`config.mk`:
```
export PLATFORM = sky130hd
export DESIGN_NAME = spi_rx
export DESIGN_NICKNAME = d
export VERILOG_FILES = /design/src/rtl/spi_pkg.sv /design/src/rtl/sync_ff.sv /design/src/rtl/spi_rx.sv
export SDC_FILE = /design/constraint.sdc
export NUM_CORES = 1
export LEC_CHECK = 0
export BUFFER_PORTS_ARGS = -buffer_cell sky130_fd_sc_hd__buf_2
export CORE_UTILIZATION = 59
export DETAILED_ROUTE_END_ITERATION = 12
export PLACE_DENSITY = 0.88
export REMOVE_ABC_BUFFERS = 1
export SYNTH_ARGS = -nofsm -noshare
export SYNTH_HDL_FRONTEND = slang
export SYNTH_SLANG_ARGS = --single-unit
```
`constraint.sdc`:
```
create_clock -name clk_in -period 2.7 [get_ports clk_in]
set_clock_uncertainty 0.05 [all_clocks]
set_input_delay 0.27 -clock clk_in [delete_from_list [all_inputs] [get_ports clk_in]]
set_output_delay 0.27 -clock clk_in [all_outputs]
set_load 0.03 [all_outputs]
```
`src/rtl/spi_pkg.sv`:
```
// Shared SPI definitions: link state encoding, default widths and
// the bit-counter width helper used by the SPI receive path.
package spi_pkg;

    // Frame-level state shared by the SPI link blocks.
    typedef enum logic [1:0] {
        IDLE    = 2'd0,
        RECEIVE = 2'd1,
        DONE    = 2'd2
    } spi_state_t;

    localparam int DEF_DATA_WIDTH  = 8;
    localparam int DEF_SYNC_STAGES = 2;
    localparam int MIN_SYNC_STAGES = 2;
    localparam int MAX_SYNC_STAGES = 4;

    // Counter must be able to hold the value DATA_WIDTH itself.
    function automatic int cnt_width(input int width);
        return $clog2(width + 1);
    endfunction

endpackage

```
`src/rtl/sync_ff.sv`:
```
// Multi-flop synchroniser for one asynchronous input bit.
// Ports: clk, rst (async active-high), d (async input), q (synced output).
module sync_ff
    import spi_pkg::*;
#(
    parameter int   DEPTH   = DEF_SYNC_STAGES,
    parameter logic RST_VAL = 1'b0
) (
    input  logic clk,
    input  logic rst,
    input  logic d,
    output logic q
);

    logic [DEPTH-1:0] chain;

    always_ff @(posedge clk or posedge rst) begin
        if (rst) begin
            chain <= {DEPTH{RST_VAL}};
        end else begin
            chain <= {chain[DEPTH-2:0], d};
        end
    end

    assign q = chain[DEPTH-1];

endmodule

```
`src/rtl/spi_rx.sv`:
```
// SPI receiver: deserialises one MSB-first word per select-low frame,
// sampling data on synchronised rising edges of data_clk_in.
// Ports:
//   clk_in       system clock
//   rst_in       async active-high reset
//   data_in      serial data (MOSI), async
//   data_clk_in  serial clock, idles low, async
//   sel_in       chip select, active low, async
//   data_out     last complete received word
//   new_data_out one-cycle strobe when data_out updates
//   frame_err_out one-cycle strobe on a partial-frame abort
//                (only when SPI_RX_FRAME_ERR_EN is defined)
module spi_rx
    import spi_pkg::*;
#(
    parameter int DATA_WIDTH  = DEF_DATA_WIDTH,
    parameter int SYNC_STAGES = DEF_SYNC_STAGES
) (
    input  logic                  clk_in,
    input  logic                  rst_in,
    input  logic                  data_in,
    input  logic                  data_clk_in,
    input  logic                  sel_in,
    output logic [DATA_WIDTH-1:0] data_out,
`ifdef SPI_RX_FRAME_ERR_EN
    output logic                  frame_err_out,
`endif
    output logic                  new_data_out
);

    localparam int CW = cnt_width(DATA_WIDTH);
    localparam logic [CW-1:0] LAST_BIT = CW'(DATA_WIDTH - 1);

    logic data_s;
    logic clk_s;
    logic sel_s;
    logic clk_prev;
    logic rise;

    spi_state_t            state;
    logic [CW-1:0]         cnt;
    logic [DATA_WIDTH-1:0] shreg;
    logic [DATA_WIDTH-1:0] shift_nxt;
    logic [DATA_WIDTH-1:0] first_bit;

    // Equal depth on data and clock keeps each sampled bit aligned
    // with the edge that qualifies it.
    sync_ff #(
        .DEPTH   (SYNC_STAGES),
        .RST_VAL (1'b0)
    ) u_sync_data (
        .clk (clk_in),
        .rst (rst_in),
        .d   (data_in),
        .q   (data_s)
    );

    sync_ff #(
        .DEPTH   (SYNC_STAGES),
        .RST_VAL (1'b0)
    ) u_sync_clk (
        .clk (clk_in),
        .rst (rst_in),
        .d   (data_clk_in),
        .q   (clk_s)
    );

    // Select resets deselected so a reset never fakes a frame start.
    sync_ff #(
        .DEPTH   (SYNC_STAGES),
        .RST_VAL (1'b1)
    ) u_sync_sel (
        .clk (clk_in),
        .rst (rst_in),
        .d   (sel_in),
        .q   (sel_s)
    );

    always_ff @(posedge clk_in or posedge rst_in) begin
        if (rst_in) begin
            clk_prev <= 1'b0;
        end else begin
            clk_prev <= clk_s;
        end
    end

    assign rise      = clk_s & ~clk_prev;
    assign shift_nxt = {shreg[DATA_WIDTH-2:0], data_s};
    assign first_bit = {{(DATA_WIDTH-1){1'b0}}, data_s};

    always_ff @(posedge clk_in or posedge rst_in) begin
        if (rst_in) begin
            state        <= IDLE;
            cnt          <= '0;
            shreg        <= '0;
            data_out     <= '0;
            new_data_out <= 1'b0;
`ifdef SPI_RX_FRAME_ERR_EN
            frame_err_out <= 1'b0;
`endif
        end else begin
            new_data_out <= 1'b0;
`ifdef SPI_RX_FRAME_ERR_EN
            frame_err_out <= 1'b0;
`endif
            unique case (state)
                IDLE: begin
                    if (!sel_s) begin
                        state <= RECEIVE;
                        // A rise coinciding with select counts as bit 0.
                        if (rise) begin
                            cnt   <= CW'(1);
                            shreg <= first_bit;
                        end else begin
                            cnt   <= '0;
                            shreg <= '0;
                        end
                    end
                end
                RECEIVE: begin
                    // Deselect wins over a simultaneous rise.
                    if (sel_s) begin
                        state <= IDLE;
`ifdef SPI_RX_FRAME_ERR_EN
                        frame_err_out <= (cnt != '0);
`endif
                    end else if (rise) begin
                        shreg <= shift_nxt;
                        cnt   <= cnt + 1'b1;
                        if (cnt == LAST_BIT) begin
                            data_out     <= shift_nxt;
                            new_data_out <= 1'b1;
                            state        <= DONE;
                        end
                    end
                end
                DONE: begin
                    // Surplus rises in the same frame are dropped here.
                    if (sel_s) begin
                        state <= IDLE;
                    end
                end
                default: begin
                    state <= IDLE;
                end
            endcase
        end
    end

endmodule
```
# Yosys cells after proc, flatten, opt, wreduce, memory -nomap -nowiden
# Cells that the tools add are included.
[totals]
ff_bits = 29
input_bits = 5
output_inout_bits = 9
word_cells = 47
[classes]
addsub = 1
eq_ne = 9
n_mux = 20
bitwise_logic = 3
reduce_logical = 5
[ops]
columns = ["operator", "count"]
rows = [
  ["2-to-1 mux 7 bit", 3],
  ["one-hot mux 7 bit (2 select lines)", 1],
  ["2-to-1 mux 4 bit", 3],
  ["AND reduction 4 bit", 3],
  ["2-to-1 mux 2 bit", 5],
  ["one-hot mux 4 bit (2 select lines)", 1],
  ["2-to-1 mux 1 bit", 6],
  ["!= test 2 bit, second input constant", 3],
  ["!= test 3 x 2 -> 1 bit, second input constant", 2],
  ["one-hot mux 2 bit (3 select lines)", 1],
  ["adder 4 x 1 -> 4 bit, second input constant", 1],
  ["== test 4 x 3 -> 1 bit, second input constant", 1],
  ["== test 2 x 1 -> 1 bit, second input constant", 1],
  ["== test 2 bit, second input constant", 1],
  ["logical NOT 2 bit", 1],
  ["!= test 2 x 1 -> 1 bit, second input constant", 1],
  ["NOT 1 bit", 2],
  ["nonzero test 2 bit", 1],
  ["bitwise AND 1 bit", 1],
]

# Longest topological paths before layout
# Gate-level depths: netlist (run 1).
[logic_depth]
ltp_word = 5
depth_mapped = 4
mapped_depth_nobuf = 4

# Cells and area by module
# From an unflattened synthesis (run 1), not the netlist that was laid out.
[unflattened]
hier_cells = 93
area_unflattened_um2 = 1171.1
[modules_own_cells]
columns = ["module", "instances", "cells_each", "area_per_inst_um2", "seq_area_each_um2"]
rows = [
  ["spi_rx", 1, 84, 1007.2, 575.6],
  ["sync_ff at u_sync_clk ...", 2, 3, 53.8, 50.0],
  ["sync_ff at u_sync_sel", 1, 3, 56.3, 52.6],
]

# Worst setup path after synthesis (run 1)
# No wires, ideal clock.
[synth_path]
kind = "reg2reg"
startpoint = "register state[1]"
endpoint = "register cnt[1]"
setup_time_ns = 0.079
arrival_time_ns = 1.298
required_time_ns = 2.571
setup_slack_ns = 1.273
stages_incl_launch_ff = 5
path_buffers = 1
synth_period_minus_slack_ns = 1.427
path_cell_list = "dfrtp_1 -> or2_2 -> buf_2 -> a21oi_4 -> mux2i_1"
[synth_between]
elab_chain_len = 3
elab_cells_between_ends = 8
classes_between = "eq/ne (4); mux (1); reduce/logical (3)"
[synth_rtl]
columns = ["item", "line", "rtl"]
rows = [
  ["start: declaration", "spi_rx.sv:40", "spi_state_t state;"],
  ["start signal: assignment", "spi_rx.sv:93", "state <= IDLE;"],
  ["start signal: assignment", "spi_rx.sv:109", "state <= RECEIVE;"],
  ["start signal: assignment", "spi_rx.sv:123", "state <= IDLE;"],
  ["== test 2 x 1 -> 1 bit or logical NOT 2 bit (tied branches)", "spi_rx.sv:106", "unique case (state)"],
  ["!= test 2 bit (no source line) or nonzero test 2 bit (tied branches)", "--", ""],
  ["AND reduction 4 bit (no source line)", "--", ""],
  ["end signal: assignment", "spi_rx.sv:129", "cnt <= cnt + 1'b1;"],
  ["end: declaration", "spi_rx.sv:41", "logic [CW-1:0] cnt;"],
]
# Parallel ways exist; a longest one is shown, timed or not.
# A chain may end at the register's enable or synchronous reset.

# Final worst setup path (run 1)
[layout_path]
startpoint = "register u_sync_clk.chain[1]"
endpoint = "register data_out[7]"
[layout_between]
elab_chain_len = 2
[layout_rtl]
columns = ["item", "line", "rtl"]
rows = [
  ["start: declaration", "sync_ff.sv:15", "logic [DEPTH-1:0] chain;"],
  ["start signal: assignment", "sync_ff.sv:19", "chain <= {DEPTH{RST_VAL}};"],
  ["start signal: assignment", "sync_ff.sv:21", "chain <= {chain[DEPTH-2:0], d};"],
  ["bitwise AND 1 bit", "spi_rx.sv:87", "assign rise = clk_s & ~clk_prev;"],
  ["AND reduction 4 bit (no source line)", "--", ""],
  ["end signal: assignment", "spi_rx.sv:131", "data_out <= shift_nxt;"],
  ["end: declaration", "spi_rx.sv:24", "output logic [DATA_WIDTH-1:0] data_out,"],
]
# No other way between the ends.

==> flow_metrics.py, run 1 <==
metrics = {
    "floorplanning": {
        "io_pins": 14,
        "dieWidth_um": 47.05,
        "vertical_die_dimension_um": 47.05,
        "fp-row-count": 15,
        "start_util_pct": 65.77,
        "design.die.area_um2": 2214,
        "placeableCoreArea_um2": 1821,
    },
    "sta": {
        "grt_setup_unrepaired": "no",
        "timing.final.max_slew_violations": 0,
        "whs_ns": 0.1416,
        "relSlewSlack_pct": 30.58,
        "min_period_over_period_pct": 63.45,
        "setup_violations": 0,
        "max_freq_ghz": 0.5838,
        "setup_ws_ns": 0.9870,
        "timing_hold_violations_final": 0,
        "worst_pin_slew_ns": 1.040,
        "timing.final.crit_period_ns": 1.713,
        "setup_tns_ns": 0,
    },
    "placed_design": {
        "place.detailed.instances": 128,
        "place.port_buffers": 13,
        "dp_worst_setup_slack_ns": 1.011,
        "place_hpwl_um": 1245,
        "gp_congestion": 0.8775,
    },
    "critical_path": {
        "worst-path-max-fanout": 10,
        "critPathTopFamily": "simple AND/OR/NAND/NOR gates",
        "worst-r2r-setup-slack_ns": 0.99,
        "worst_setup_path_start_kind": "register",
        "critPathArrivalTime_ns": 1.87,
        "worst_path_largest_cell_delay_ns": 0.53,
        "timing_worst_setup_path_type": "reg -> reg",
        "worstSetupStartpoint": "u_sync_clk.chain[1]",
        "cpMaxStageDelayCell": "sky130_fd_sc_hd__nor2b_1",
        "timing.critical_path.cells": "nor2b_1 -> nand4_4 -> mux2_2",
        "worst_r2r_startpoint": "u_sync_clk.chain[1]",
        "timing.critical_path.buf_inv": 0,
        "timing.critical_path.required_ns": 2.85,
        "setup.worst_path.end_class": "register",
    },
    "job": {
        "timing.max_cap.violations": 0,
    },
    "cts": {
        "ctsLongestPathBuffers": 2,
        "cts-htree-levels": 2,
        "postCtsSetupRepairBufs": 0,
        "tritoncts_num_sinks": 29,
        "worst_skew_pair.late_latency_ns": 0.32,
        "clock_tree_from_tritoncts": "done",
        "clk_root_buffer_cell": "sky130_fd_sc_hd__clkbuf_4",
        "cts_inserted_buffers": 5,
        "hold_buffers_post_cts": 2,
        "clk_pin_slew_ns": 0.09,
        "post_cts_resize_count": 0,
    },
    "pwr": {
        "pwr-share-seq_pct": 52.7,
        "comb_power_share_pct": 8.0,
        "internal-power_uw": 713.8,
        "max-vdd-ir-drop_mv": 0.5501,
        "leakage_nw": 0.7096,
        "power.net_switching_uw": 211.7,
        "p_sw_share_pct": 22.87,
        "clk_pwr_share_pct": 39.3,
        "power.density_nw_per_um2": 666.9,
    },
    "global_routing": {
        "grt_remaining_overflow": 0,
        "grt_antenna_before_repair": 0,
        "grt_pass1_wl_um": 3077,
        "grt.total_usage_pct": 20.92,
        "pin_count_of_the_biggest_net_entering_global_routing": 30,
        "vias_in_the_first_global_route": 704,
    },
    "yosys": {
        "synth_top_area_share_pct": 56.43,
        "yosys_warnings": 0,
        "synth.yosys.seq_area_share_pct": 60.82,
        "synth.distinct_cells": 29,
        "synth_top_area_cell": "sky130_fd_sc_hd__dfrtp_1",
        "synthTopCellsByArea": "sky130_fd_sc_hd__dfrtp_1, sky130_fd_sc_hd__mux2_2, sky130_fd_sc_hd__mux2i_1, sky130_fd_sc_hd__dfstp_2, sky130_fd_sc_hd__nand2_1",
        "synth_area_per_cell_um2": 12.88,
        "syn_inst": 93,
        "mappedNetlistArea_um2": 1197,
        "flip_flop_and_latch_count_after_synthesis": 29,
    },
    "detailed_routing": {
        "initialDrtViolationCount": 19,
        "vias": 750,
        "drt_pass1_iterations": 4,
        "ant_nets": 0,
        "totalWireLength_um": 1950,
        "drt_drc_violations_left": 0,
        "wl_per_cell_um": 14.03,
        "detail_route.vias_per_cell": 5.396,
    },
    "final_layout": {
        "synthToLayoutAreaGrowth_pct": 15.88,
        "drive_gt1_share_pct": 30.70,
        "finalNonFillerCells": 139,
        "final-seq-area_um2": 728.2,
        "finalNetCount": 119,
        "antenna-diode-count": 0,
        "multi_input_comb_area_um2": 410.4,
        "fill_cells": 126,
    },
    "status": {
        "run_status": "completed",
    },
    "worst_hold_path": {
        "worst_hold_path_type": "in -> async",
    },
}
[final timing paths]
path,cells past startpoint,to
hold reg to reg,0,u_sync_clk.chain[1]
min in group clk_in,0,u_sync_clk.chain[1]
setup / recovery,3,data_out[7]
hold / removal,2,shreg[0]
max in group asynchronous,2,u_sync_clk.chain[0]
setup reg to reg,3,data_out[7]
[synthesized netlist by cell type]
cell / number
sky130_fd_sc_hd__mux2i_1: 8
sky130_fd_sc_hd__a211o_1: 1
sky130_fd_sc_hd__nand2_1: 12
sky130_fd_sc_hd__a31oi_1: 1
sky130_fd_sc_hd__mux2_2: 8
sky130_fd_sc_hd__or2_2: 1
sky130_fd_sc_hd__nand4_4: 1
sky130_fd_sc_hd__a31o_2: 1
sky130_fd_sc_hd__nor4b_4: 1
sky130_fd_sc_hd__buf_6: 1
sky130_fd_sc_hd__a21oi_1: 1
sky130_fd_sc_hd__inv_1: 10
sky130_fd_sc_hd__buf_2: 2
sky130_fd_sc_hd__nand4_1: 1
sky130_fd_sc_hd__dfrtp_1: 27
sky130_fd_sc_hd__a22o_1: 1
sky130_fd_sc_hd__o21ai_0: 2
sky130_fd_sc_hd__nand2b_1: 1
sky130_fd_sc_hd__nor2b_1: 1
sky130_fd_sc_hd__a21oi_4: 1
sky130_fd_sc_hd__nor3_1: 1
sky130_fd_sc_hd__a32o_1: 1
sky130_fd_sc_hd__nand3_1: 1
sky130_fd_sc_hd__ha_1: 1
sky130_fd_sc_hd__and2b_1: 1
sky130_fd_sc_hd__and2_1: 1
sky130_fd_sc_hd__dfstp_2: 2
sky130_fd_sc_hd__nand3b_1: 1
sky130_fd_sc_hd__nor2_1: 2
[cells by family (layout without fill, tap and decap cells)]
logic type	Yosys count	count (layout)	share of synthesized area [%]
DFF	29	29	60.82
AOI/OAI and AO/OA	9	9	6.166
buffers and inverters	13	34	4.911
adders and majority gates	1	1	1.045
and+or+nand+nor	25	25	12.85
muxes	16	16	14.21
[area by class of cell]
type	count	area share [%]
multi-input cells	51	29.58
clock buffers	7	3.968
flip-flops and latches	29	52.48
well taps	25	2.254
repair buffers	16	6.853
inverters	10	2.705
clock inverters	1	2.164
[sequential cells by signal, summed over array words and instances, names as in the netlist]
name / count
u_sync_data.chain: 2
state: 2
data_out: 8
new_data_out: 1
cnt: 4
u_sync_sel.chain: 2
clk_prev: 1
shreg: 7
u_sync_clk.chain: 2
[per-layer routing]
| metal | wire length, um | GRT usage [%] |
|---|---|---|
| met1 | 858 | 26.48 |
| met2 | 961 | 31.67 |
| met3 | 114 | 8.077 |
| met4 | 15 | 10.29 |
| met5 | 0 | 0 |
[per-stage QoR]
| stage | util (%) | instance area (um^2) | power [mW] |
|---|---|---|---|
| after floorplan | - | 1176 | 0.5439 |
| after global placement | 69.90 | 1272 | 0.5592 |
| after detailed placement | 69.90 | 1272 | 0.5642 |
| after CTS | 75.67 | 1378 | 0.9271 |
| after global routing | 76.22 | 1388 | 0.9661 |
| final | 76.22 | 1388 | 0.9254 |
[placed cells by master, fill, tap and decap left out, drive strengths merged]
master,instances
o21ai,2
dlygate4sd3,3
clkbuf,7
nor2b,1
bufinv,1
a31oi,1
mux2,8
a22o,1
and2,1
a32o,1
dfstp,2
nand2,12
nand4,2
nor3,1
a21oi,2
a31o,1
nor4b,1
mux2i,8
and2b,1
nand3,1
dfrtp,27
inv,10
a211o,1
nor2,2
ha,1
or2,1
buf,13
nand3b,1
nand2b,1
[power by group through the flow]
stage | logic (mW) | registers [mW] | clock network (mW)
2_1_floorplan | 0.0553 | 0.489 | 0
3_3_place_gp | 0.0670 | 0.492 | 0
3_5_place_dp | 0.0693 | 0.495 | 0
4_1_cts | 0.0722 | 0.487 | 0.368
5_1_grt | 0.0838 | 0.491 | 0.392
6_report | 0.0738 | 0.488 | 0.364
Power figures use the tool's default switching activity.
==> run 2: changes to the inputs <==
- ABC_AREA: default -> 1
- CORE_UTILIZATION: 59 -> 49
- PLACE_DENSITY: 0.88 -> 0.79
- clock period: 2.7 -> 1.45 ns (I/O delays scaled with it)
==> run 2 against run 1 <==
Non-clock buffer count increased by 4; critical endpoint unchanged; largest cell class unchanged; largest power group unchanged; core utilization decreased by 15 points; first-iteration DRC count increased by 16%.
==> flow_metrics.py, run 2 <==
metrics = {
    "final_layout": {
        "antenna-diode-count": 0,
        "largest-register": "data_out",
        "finalNetCount": 149,
        "synthToLayoutAreaGrowth_pct": 18.53,
        "drive_gt1_share_pct": 21.53,
        "most_common_library_cell_in_the_layout_ignoring_fill_and_taps": "sky130_fd_sc_hd__nand2_1",
        "layout_top_registers": "data_out: 8 flops, shreg: 7 flops, cnt: 4 flops",
        "largest_register_ff_count": 8,
        "layout.cells.most_common_list": "sky130_fd_sc_hd__nand2_1, sky130_fd_sc_hd__dfrtp_1, sky130_fd_sc_hd__nand3_1",
        "postLayoutCoreUtil_pct": 61.14,
    },
    "yosys": {
        "mappedNetlistArea_um2": 1141,
        "synth_top_area_share_pct": 59.21,
        "synth.yosys.seq_area_share_pct": 63.82,
        "yosys_warnings": 0,
        "synth_common_cells": "sky130_fd_sc_hd__nand2_1, sky130_fd_sc_hd__dfrtp_1, sky130_fd_sc_hd__nand3_1",
        "syn_inst": 116,
        "synth.distinct_cells": 18,
        "synth-edff-count": 0,
        "synthArstFlopShare_pct": 100.0,
        "synth_top_area_cell": "sky130_fd_sc_hd__dfrtp_1",
        "synthMostInstantiatedCell": "sky130_fd_sc_hd__nand2_1",
        "synth_area_per_cell_um2": 9.837,
        "flip_flop_and_latch_count_after_synthesis": 29,
        "synthTopCellsByArea": "sky130_fd_sc_hd__dfrtp_1, sky130_fd_sc_hd__nand2_1, sky130_fd_sc_hd__nand3_1, sky130_fd_sc_hd__dfstp_2, sky130_fd_sc_hd__inv_1",
        "synth_ff_type": "sky130_fd_sc_hd__dfrtp_1",
    },
    "detailed_routing": {
        "detail_route.vias_per_cell": 4.895,
        "drt_pass1_iterations": 4,
        "wl_per_cell_um": 11.20,
        "totalWireLength_um": 1926,
        "drt_drc_violations_left": 0,
        "vias": 842,
        "ant_nets": 0,
        "initialDrtViolationCount": 22,
    },
    "global_routing": {
        "grt_pass1_wl_um": 3339,
        "grt_remaining_overflow": 0,
        "vias_in_the_first_global_route": 744,
        "grt.total_usage_pct": 19.34,
        "pin_count_of_the_biggest_net_entering_global_routing": 30,
        "grt_antenna_before_repair": 0,
    },
    "status": {
        "run_status": "completed",
    },
    "sta": {
        "relSlewSlack_pct": 77.07,
        "setup_tns_ns": 0,
        "worst_pin_slew_ns": 0.3440,
        "timing_hold_violations_final": 0,
        "setup_violations": 0,
        "grt_setup_unrepaired": "no",
        "timing.final.crit_period_ns": 1.344,
        "min_period_over_period_pct": 92.69,
        "timing.final.max_slew_violations": 0,
        "max_freq_ghz": 0.7440,
    },
    "critical_path": {
        "setup.worst_path.end_class": "register",
        "timing.critical_path.required_ns": 1.66,
        "worst-path-max-fanout": 6,
        "timing_worst_setup_path_type": "reg -> reg",
        "critPathArrivalTime_ns": 1.55,
        "reg2reg_depth": 6,
        "timing.rr.end": "data_out[7]",
        "worst_setup_path_start_kind": "register",
        "worst-r2r-setup-slack_ns": 0.11,
        "worst_r2r_startpoint": "cnt[1]",
    },
    "cts": {
        "cts-htree-levels": 2,
        "clock_tree_from_tritoncts": "done",
        "ctsLongestPathBuffers": 2,
        "post_cts_resize_count": 0,
        "worst_skew_pair.late_latency_ns": 0.33,
        "clk_root_buffer_cell": "sky130_fd_sc_hd__clkbuf_4",
        "clk_pin_slew_ns": 0.08,
        "tritoncts_num_sinks": 29,
        "cts_inserted_buffers": 5,
    },
    "floorplanning": {
        "design.die.area_um2": 2526,
        "vertical_die_dimension_um": 50.26,
        "fp-row-count": 17,
        "start_util_pct": 51.58,
        "dieWidth_um": 50.26,
        "io_pins": 14,
        "placeableCoreArea_um2": 2212,
    },
    "placed_design": {
        "place.port_buffers": 13,
        "place_hpwl_um": 1309,
        "gp_congestion": 0.7833,
    },
    "worst_hold_path": {
        "whs_path_depth": 0,
        "whs_endpoint": "u_sync_data.chain[1]",
        "min_from": "u_sync_data.chain[0]",
        "worst_hold_path_type": "reg -> reg",
    },
    "pwr": {
        "max-vdd-ir-drop_mv": 0.6146,
        "power.density_nw_per_um2": 1045,
        "leakage_nw": 0.7583,
    },
    "job": {
        "timing.max_cap.violations": 0,
    },
}
==> run 2: changes by cell type after synthesis, sizes merged, moves of 2 or more <==
cell   previous run  this run
nand2            12        42
buf               3         0
nand3             1        18
nand4             2         0
mux2i             8         0
mux2              8         0
o21ai             2         4
nor2              2         7
==> run 2: repair_timing <==
item,CTS,global route
setup buffers,0,2
hold endpoints to repair,30,0
hold buffers,4,0
setup endpoints to repair,0,3
==> run 2: cell type report <==
cell class | count | area [um^2]
fill | 188 | 859.6
sequential | 29 | 728.2
multi-input combinational | 77 | 375.4
timing repair buffer | 20 | 127.6
clock buffer | 8 | 48.80
inverter | 10 | 37.54
tap | 28 | 35.03
==> run 2: layer usage <==
layer	GRT usage [%]	part of all wire [%]
met1	23.94	45
met2	27.33	47
met3	6.364	4.8
met4	15.71	3.2
met5	0	0
==> run 2: worst max-delay path: stages (launching register included) <==
cell	delay (ns)
sky130_fd_sc_hd__dfrtp_1	0.37
sky130_fd_sc_hd__ha_1	0.20
sky130_fd_sc_hd__nand3_1	0.13
sky130_fd_sc_hd__nor2_4	0.21
sky130_fd_sc_hd__buf_4	0.16
sky130_fd_sc_hd__nand3_1	0.07
sky130_fd_sc_hd__nand2_1	0.09
==> run 2: how the worst max path moves through the flow <==
stage,slack (ns),start,cells past startpoint,to
after floorplan,0.25,cnt[1],6,data_out[0]
after global placement,0.18,cnt[1],6,data_out[5]
after detailed placement,0.12,cnt[1],6,data_out[7]
after CTS,0.09,cnt[1],6,data_out[7]
after global routing,0.008,cnt[1],6,data_out[7]
final,0.11,cnt[1],6,data_out[7]
==> run 2: metrics by stage <==
stage	worst slack [ns]	total power, mW	instance area, um^2	cells	hold slack, ns
after floorplan	0.2493	0.9470	1141	116	0.09948
after global placement	0.1838	0.9701	1249	158	0.1659
after detailed placement	0.1183	0.9774	1249	158	0.1878
after CTS	0.08990	1.433	1338	170	0.3073
after global routing	0.007789	1.485	1353	172	0.3112
final	0.1060	1.413	1353	172	0.3041
==> run 2: cells by family (layout without fill, tap and decap cells) <==
kind of cell             count (synthesis)  in the layout  synth area share, %
AND/OR/NAND/NOR                         68             68                26.76
flip-flops                              29             29                63.82
buffers and inverters                   10             38                3.289
AO/OA/AOI/OAI                            8              8                5.044
adder cells (fa/ha/maj)                  1              1                1.096
==> run 2: power breakdown <==
group	total [mW]	internal (mW)	switching [mW]
logic	0.102	0.0378	0.0640
clock network	0.444	0.193	0.252
registers	0.867	0.842	0.0252
total	1.41	1.07	0.341
